**src/rtl/crc_field_controller_if.sv**
```systemverilog
// crc_field_controller_if: front-end strobes and CRC datapath signals of the CRC field controller
//   front end -> controller : sample_point, rx_bit, is_stuff, frame_start, fd_frame, dlc, dlc_valid, data_end, abort
//   datapath  -> controller : crc_value
//   controller -> datapath / error logic : crc_init, crc_on, crc_sel, crc_field, crc_done, crc_ok, crc_error
interface crc_field_controller_if;
    logic        sample_point, rx_bit, is_stuff, frame_start, fd_frame, dlc_valid, data_end, abort;
    logic [3:0]  dlc;
    logic [20:0] crc_value;
    logic        crc_init, crc_on, crc_field, crc_done, crc_ok, crc_error;
    logic [1:0]  crc_sel;
    modport master (
        output sample_point, rx_bit, is_stuff, frame_start, fd_frame, dlc, dlc_valid, data_end, abort, crc_value,
        input  crc_init, crc_on, crc_sel, crc_field, crc_done, crc_ok, crc_error
    );
    modport slave (
        input  sample_point, rx_bit, is_stuff, frame_start, fd_frame, dlc, dlc_valid, data_end, abort, crc_value,
        output crc_init, crc_on, crc_sel, crc_field, crc_done, crc_ok, crc_error
    );
endinterface

```
**src/rtl/crc_field_controller.sv**
```systemverilog
// crc_field_controller: sequences the CAN/CAN FD CRC datapath from SOF to the end of the CRC field
//   clk       : system clock
//   reset     : asynchronous, active-high
//   bus.slave : destuffed bit stream and frame events in, crc_value from the datapath;
//               crc_init/crc_on/crc_sel to the datapath, crc_field/crc_done/crc_ok/crc_error out
module crc_field_controller #(
    parameter int CLASSIC_LEN      = 15,
    parameter int FD_SHORT_LEN     = 17,
    parameter int FD_LONG_LEN      = 21,
    parameter int FD_SHORT_MAX_DLC = 10
) (
    input logic clk,
    input logic reset,
    crc_field_controller_if.slave bus
);
    typedef enum logic [2:0] {IDLE, CALC, LATCH, FIELD, DONE} state_t;
    state_t      state, state_nx;
    logic [1:0]  sel;
    logic [20:0] exp_crc;
    logic [4:0]  cnt, len;
    logic        flag, err, take, mm, last;
    // received bits arrive MSB first, so the counter doubles as the expected-bit index
    assign take = state == FIELD && bus.sample_point && !bus.is_stuff;
    assign mm   = bus.rx_bit ^ exp_crc[cnt - 5'd1];
    assign last = take && cnt == 5'd1;
    assign len  = sel == 2'd1 ? 5'(CLASSIC_LEN) : sel == 2'd2 ? 5'(FD_SHORT_LEN) : 5'(FD_LONG_LEN);
    always_ff @(posedge clk or posedge reset)
        if (reset) state <= IDLE;
        else state <= state_nx;
    always_comb begin
        state_nx = state;
        case (state)
            IDLE:    state_nx = bus.sample_point && bus.frame_start ? CALC : IDLE;
            CALC:    state_nx = bus.sample_point && bus.data_end ? LATCH : CALC;
            LATCH:   state_nx = sel == 2'd0 ? DONE : FIELD;
            FIELD:   state_nx = last ? DONE : FIELD;
            default: state_nx = IDLE;
        endcase
        if (bus.abort) state_nx = IDLE;
        // reset is folded in so every output is 0 while reset is held
        bus.crc_init  = !reset && state == IDLE && bus.sample_point && bus.frame_start && !bus.abort;
        bus.crc_on    = state == CALC;
        bus.crc_sel   = state == CALC || state == LATCH || state == FIELD ? sel : 2'd0;
        bus.crc_field = state == FIELD;
        bus.crc_done  = state == DONE;
        bus.crc_error = state == DONE && err;
        bus.crc_ok    = state == DONE && !err;
    end
    always_ff @(posedge clk or posedge reset)
        if (reset) begin
            sel     <= 2'd0;
            exp_crc <= 21'd0;
            cnt     <= 5'd0;
            flag    <= 1'b0;
            err     <= 1'b0;
        end else if (bus.abort) begin
            sel <= 2'd0;
        end else begin
            case (state)
                IDLE: if (bus.sample_point && bus.frame_start) sel <= 2'd0;
                // sel == 0 marks "no DLC yet", so only the first dlc_valid selects the polynomial
                CALC: if (bus.sample_point && bus.dlc_valid && sel == 2'd0)
                    sel <= !bus.fd_frame ? 2'd1 : int'(bus.dlc) <= FD_SHORT_MAX_DLC ? 2'd2 : 2'd3;
                LATCH: begin
                    exp_crc <= bus.crc_value;
                    cnt     <= len;
                    flag    <= 1'b0;
                    err     <= sel == 2'd0;
                end
                FIELD: if (take) begin
                    cnt  <= cnt - 5'd1;
                    flag <= flag | mm;
                    if (cnt == 5'd1) err <= flag | mm;
                end
                default: ;
            endcase
        end
endmodule

```
**src/flat_wrapper.sv**
```systemverilog
// flat-port wrapper written by rule: the top's interface ports become plain ports
module crc_field_controller_flat 
#(
    parameter int CLASSIC_LEN      = 15,
    parameter int FD_SHORT_LEN     = 17,
    parameter int FD_LONG_LEN      = 21,
    parameter int FD_SHORT_MAX_DLC = 10
)
  (clk, reset, bus_sample_point, bus_rx_bit, bus_is_stuff, bus_frame_start, bus_fd_frame, bus_dlc, bus_dlc_valid, bus_data_end, bus_abort, bus_crc_value, bus_crc_init, bus_crc_on, bus_crc_sel, bus_crc_field, bus_crc_done, bus_crc_ok, bus_crc_error);
  crc_field_controller_if bus_i ();
  input logic clk;
  input logic reset;
  input wire logic [$bits(bus_i.sample_point)-1:0] bus_sample_point;
  input wire logic [$bits(bus_i.rx_bit)-1:0] bus_rx_bit;
  input wire logic [$bits(bus_i.is_stuff)-1:0] bus_is_stuff;
  input wire logic [$bits(bus_i.frame_start)-1:0] bus_frame_start;
  input wire logic [$bits(bus_i.fd_frame)-1:0] bus_fd_frame;
  input wire logic [$bits(bus_i.dlc)-1:0] bus_dlc;
  input wire logic [$bits(bus_i.dlc_valid)-1:0] bus_dlc_valid;
  input wire logic [$bits(bus_i.data_end)-1:0] bus_data_end;
  input wire logic [$bits(bus_i.abort)-1:0] bus_abort;
  input wire logic [$bits(bus_i.crc_value)-1:0] bus_crc_value;
  output wire logic [$bits(bus_i.crc_init)-1:0] bus_crc_init;
  output wire logic [$bits(bus_i.crc_on)-1:0] bus_crc_on;
  output wire logic [$bits(bus_i.crc_sel)-1:0] bus_crc_sel;
  output wire logic [$bits(bus_i.crc_field)-1:0] bus_crc_field;
  output wire logic [$bits(bus_i.crc_done)-1:0] bus_crc_done;
  output wire logic [$bits(bus_i.crc_ok)-1:0] bus_crc_ok;
  output wire logic [$bits(bus_i.crc_error)-1:0] bus_crc_error;
  assign bus_i.sample_point = bus_sample_point;
  assign bus_i.rx_bit = bus_rx_bit;
  assign bus_i.is_stuff = bus_is_stuff;
  assign bus_i.frame_start = bus_frame_start;
  assign bus_i.fd_frame = bus_fd_frame;
  assign bus_i.dlc = bus_dlc;
  assign bus_i.dlc_valid = bus_dlc_valid;
  assign bus_i.data_end = bus_data_end;
  assign bus_i.abort = bus_abort;
  assign bus_i.crc_value = bus_crc_value;
  assign bus_crc_init = bus_i.crc_init;
  assign bus_crc_on = bus_i.crc_on;
  assign bus_crc_sel = bus_i.crc_sel;
  assign bus_crc_field = bus_i.crc_field;
  assign bus_crc_done = bus_i.crc_done;
  assign bus_crc_ok = bus_i.crc_ok;
  assign bus_crc_error = bus_i.crc_error;
  crc_field_controller #(.CLASSIC_LEN(CLASSIC_LEN), .FD_SHORT_LEN(FD_SHORT_LEN), .FD_LONG_LEN(FD_LONG_LEN), .FD_SHORT_MAX_DLC(FD_SHORT_MAX_DLC)) u_core (.clk(clk), .reset(reset), .bus(bus_i));
endmodule
```
**config.mk**
```make
export PLATFORM = sky130hd
export DESIGN_NAME = crc_field_controller_flat
export DESIGN_NICKNAME = d
export VERILOG_FILES = /design/src/rtl/crc_field_controller_if.sv /design/src/rtl/crc_field_controller.sv /design/src/flat_wrapper.sv
export SDC_FILE = /design/constraint.sdc
export NUM_CORES = 1
export LEC_CHECK = 0
export CORE_MARGIN = 1.5
export CORE_UTILIZATION = 30
export CTS_CLUSTER_DIAMETER = 150
export CTS_CLUSTER_SIZE = 40
export DETAILED_ROUTE_END_ITERATION = 7
export PLACE_DENSITY = 0.6
export SYNTH_ARGS = -nofsm -noshare
export SYNTH_HDL_FRONTEND = slang
export SYNTH_SLANG_ARGS = --single-unit
```
**constraint.sdc**
```tcl
create_clock -name clk -period 2.9 [get_ports clk]
set_clock_uncertainty 0.05 [all_clocks]
set_input_delay 0.58 -clock clk [delete_from_list [all_inputs] [get_ports clk]]
set_output_delay 0.58 -clock clk [all_outputs]
set_load 0.02 [all_outputs]
```
---- Yosys cells after proc, flatten, opt, wreduce, memory -nomap -nowiden ----
Index checks and enable logic that the tools add are counted.
storage, ports and cells
  bits in registers ....................... 33
  input port bits ......................... 35
  output and inout bits ................... 8
cells by class
  add/subtract/negate cells ............... 1
  magnitude comparators ................... 2
  equal/unequal tests ..................... 11
  muxes and demuxes ....................... 24
  bitwise gates (word level) .............. 3
  reduce and logical (&&, ||, !) cells .... 27
operators with widths
  cell                                                    number
  logical AND 1 bit                                       13
  2-to-1 mux 2 bit                                        6
  2-to-1 mux 3 bit                                        4
  case mux 3 bit (4 select lines)                         1
  2-to-1 mux 5 bit                                        2
  case mux 5 bit (2 select lines)                         1
  equality test 3 x 2 -> 1 bit (second input constant)    2
  < comparator 5 x 6 -> 1 bit (second input constant)     1
  2-to-1 mux 1 bit                                        6
  != test 3 x 2 -> 1 bit (second input constant)          2
  AND reduction 3 bit                                     2
  binary-select mux 1 bit (select 5 bit)                  1
  equality test 5 x 1 -> 1 bit (second input constant)    1
  subtractor 5 x 1 -> 5 bit (second input constant)       1
  less-or-equal comparator 4 bit (second input constant)  1
  logical NOT 1 bit                                       4
  != test 2 x 1 -> 1 bit (second input constant)          2
  case mux 1 bit (2 select lines)                         2
  case mux 2 bit (2 select lines)                         1
  AND reduction 4 bit                                     1
  equality test 3 x 1 -> 1 bit (second input constant)    1
  equality test 3 bit (second input constant)             1
  logical NOT 3 bit                                       1
  nonzero test 3 bit                                      1
  other kinds (9)                                         10

---- Depth between registers and ports, before layout ----
  depth in word-level cells ............... 8
  mapped depth ............................ 10
  depth with buffers taken out ............ 8

---- Worst setup path before layout ----
Ideal clock, no wire load.
  path kind ............................... reg-to-reg
  start point ............................. reg u_core.cnt[0]
  end point ............................... reg u_core.err
  arrival ................................. 2078 ps
  setup slack ............................. 642 ps
  cell stages (with the launch flop) ...... 11
  clock period less this slack ............ 2258 ps
  cell sequence ........................... dfrtp_1 -> buf_6 -> inv_1 -> ha_1 -> buf_2 -> mux4_2 -> nor2b_1 -> a211oi_1 -> o32ai_2 -> xnor2_1 -> a21oi_1
on the way
  word-level cells in the longest chain between the ends .. 8
ends and longest elaborated chain
  item                                    line                        RTL
  start, declared                         crc_field_controller.sv:20  logic [4:0] cnt, len;
  start signal, assigned                  crc_field_controller.sv:66  cnt <= len;
  start signal, assigned                  crc_field_controller.sv:71  cnt <= cnt - 5'd1;
  subtractor 5 x 1 -> 5 bit               crc_field_controller.sv:24  assign mm = bus.rx_bit ^ exp_crc[cnt - 5'd1];
  binary-select mux 1 bit (select 5 bit)  crc_field_controller.sv:24
  2-to-1 mux 1 bit (not written as such)  crc_field_controller.sv:24
  bitwise XOR 1 bit                       crc_field_controller.sv:24
  OR 1 bit                                crc_field_controller.sv:73  if (cnt == 5'd1) err <= flag | mm;
  2-to-1 mux 1 bit                        crc_field_controller.sv:73
  2-to-1 mux 1 bit                        crc_field_controller.sv:70  FIELD: if (take) begin
  case mux 1 bit (2 select lines)         crc_field_controller.sv:59  case (state)
  end signal, assigned                    crc_field_controller.sv:73
  end, declared                           crc_field_controller.sv:21  logic flag, err, take, mm, last;
Parallel ways exist; a longest one is shown, timed or not. The select of a mux whose other input is x is not followed.
A chain may end at the register's enable or synchronous reset.

---- Final worst setup path ----
  start point ............................. in bus_sample_point
  end point ............................... out bus_crc_init
on the way
  word-level cells in the longest chain between the ends .. 3
ends and longest elaborated chain
  item                            line                        RTL
  start, declared                 flat_wrapper.sv:13          input wire logic [$bits(bus_i.sample_point)-1:0] bus_sample_point;
  logical AND 1 bit (3 in a row)  crc_field_controller.sv:41  bus.crc_init = !reset && state == IDLE && bus.sample_point && bus.frame_start && !bus.abort;
  end, declared                   flat_wrapper.sv:23          output wire logic [$bits(bus_i.crc_init)-1:0] bus_crc_init;
Every way passes these cells.

==> results.yml <==
floorplanning:
  dieArea_um2: 6480
  core_region_area_um2: 5850
  die_h_um: 80.5
  io_pins: 43
  rows: 28
  die_width_um: 80.5
  start_util_pct: 30.8
synthesis:
  syn-mean-instance-area_um2: 11.4
  synth-seq-cells: 33
  synth_fa_ha_area_share_pct: 1.39
  synth_mux_area_share_pct: 22.0
  synth-xor-area-share_pct: 3.34
  syn_inst: 158
  syn-num-nets: 195
  synth-edff-count: 0
  ys_warn_count: 0
  synth_cell_types: 41
  synth_top_family_by_area: "multiplexers"
  netlist_area_um2: 1800
  synth_compound_area_share_pct: 9.38
  synth-simple-area-share_pct: 14.7
  synth_top_flop_cell: "dfrtp_1"
  synthArstFlopShare_pct: 100
  seq_area_frac_synth_pct: 45.9
setup_path:
  crit_path_frequent_cell: "clkdlybuf4s50_1"
  crit_path_end_kind: "output port"
  worst_path_max_delay_cell: "clkdlybuf4s50_1"
  r2r_cells: 8
  crit_chain: "clkdlybuf4s50_1 > nand4b_1 > nor3_1 > clkdlybuf4s50_1"
  slowest_delay_ps: 630
  r2r_slack_ps: 530
  crit_path_start_kind: "input pin"
  cp_max_fo: 2
  required_ps: 2270
  worstSetupPathType: "in -> out"
  r2r-end: "u_core.err"
  timing.rr.start: "u_core.cnt[1]"
  critPathArrivalTime_ps: 2010
status:
  status: "complete, no violations"
layout:
  layout_common_cells: "clkdlybuf4s50_1, dfrtp_1, mux2_2"
  num-nets-final: 242
  final_layout_size_suffix_gt1_share_pct: 21.0
  final_common_cell: "clkdlybuf4s50_1"
  num_antenna_cells: 0
  design_area_um2: 2400
  syn_to_final_growth_pct: 33.5
clock_network:
  cts_root_buf: "clkbuf_8"
  cts_buffer_depth: 2
  cts_tree: "yes"
  clkSinkCount: 33
  cts_max_level: 2
  postCtsSetupBuffers: 0
  numCtsBuffers: 5
  cts_hold_buf: 0
  path_clk_slew_ps: 60
  ctsResizeCount: 0
  worstSkewPairLatency_ps: 270
routing:
  drcViolationCount: 0
  wl_um: 3540
  wl_per_cell_um: 12.6
  dr.first_iter.drc_count: 45
  via_count: 1347
  vias_per_cell: 4.81
  drt_pass1_iterations: 4
  postRouteAntennaNets: 0
global_route:
  overflow: 0
  grt_first_pass_wirelength_um: 6100
  grtUsageTotal_pct: 12.1
  antenna_found_initial: 0
  grt_pass1_vias: 1361
  grt_max_degree: 34
sta:
  setup_viol: 0
  relSlewSlack_pct: 71.6
  fin_crit_sh_pct: 91.0
  clock.fmax_mhz: 379
  hold_ws_ps: 457
  slew_violations: 0
  rsz0062_at_grt: "no"
  worst_pin_slew_ps: 427
  min_period_ps: 2640
  setup-tns-final_ps: 0
  hold_viol: 0
place:
  gp_congestion: 0.751
  dp_hpwl_um: 2640
  dpl_cell_area_um2: 2320
  io_buffers: 42
power_and_ir_drop:
  ir_drop_mv: 0.289
  leakagePower_nw: 1.06
  p_per_area_nw_per_um2: 524
worst_hold_path:
  hp-start: "u_core.exp_crc[4]"
  min_to: "u_core.exp_crc[4]"
  hp-class: "reg -> reg"
  holdPathStages: 1
run:
  max_cap_viol_count: 0
[cell families after synthesis]
| family | after synthesis |
|---|---|
| AOI/OAI and AO/OA | 24 |
| xor gates and xnor gates | 6 |
| adders and majority gates | 2 |
| DFF | 33 |
| buffers and inverters | 13 |
| and+or+nand+nor | 47 |
| muxes | 33 |
[critical path: cells and delay by family]
kind | cells | cell delay (ps)
buffers and inverters | 2 | 1120
and+or+nand+nor | 2 | 310
[power by group]
| part | internal, mW | switching, mW |
|---|---|---|
| clock | 0.188 | 0.147 |
| sequential | 0.540 | 0.0557 |
| combinational | 0.195 | 0.132 |
[routing by layer]
metal  part of all wire, %  up-vias  GRT usage [%]
li1                      -      672              -
met1                    48      645           15.8
met2                    46       28           19.1
met3                   4.8        2           3.75
met4                  0.62        0           3.62
met5                     0        -              0
[final cells by class]
class,instances,area (um^2)
Inverter,6,22.5
Timing Repair Buffer,47,458
Clock buffer,7,86.3
Multi-Input combinational cell,112,917
Fill cell,559,3450
Sequential cell,33,826
Tap cell,75,93.8
[cells in the mapped netlist, drive strengths merged (2+ instances only)]
cell type	instances	area share, %
xor2	2	0.97
a41o	2	1.1
o21ai	6	1.7
nor2	10	2.1
nor2b	2	0.69
inv	6	1.3
nand3b	2	0.83
dfrtp	33	46
mux2	22	14
a21oi	6	1.7
nor3b	5	2.6
and3	3	1.0
nand2	10	2.1
buf	4	1.5
o32ai	2	1.4
mux2i	8	4.4
clkbuf	3	0.63
nor3	7	2.2
ha	2	1.4
nand3	2	0.56
xnor2	4	2.4
mux4	3	3.8
[flip-flops by register name, indices dropped and copies added, names as in the netlist]
signal and flops:
u_core.exp_crc 21, u_core.cnt 5, u_core.state 3, u_core.sel 2
u_core.err 1, u_core.flag 1
[worst max path at each step]
stage                     start           end  slack [ps]  cells past startpoint
6_report       bus_sample_point  bus_crc_init         260                      4
5_1_grt         u_core.state[0]  bus_crc_init         130                      4
4_1_cts        bus_sample_point  bus_crc_init         250                      4
3_5_place_dp   bus_sample_point  bus_crc_init         260                      4
3_3_place_gp   bus_sample_point  bus_crc_init         250                      4
2_1_floorplan     u_core.cnt[0]    u_core.err         640                     10
[metrics by stage]
step                      util (%)  cells  setup slack, ps  power, mW
final                         41.1    280              260       1.26
after global routing          41.1    280              130       1.34
after CTS                     41.1    280              245       1.28
after detailed placement      39.6    273              262      0.935
after global placement        39.6    273              247      0.930
after floorplan                  -    158              642      0.827
Power figures use the tool's default switching activity.
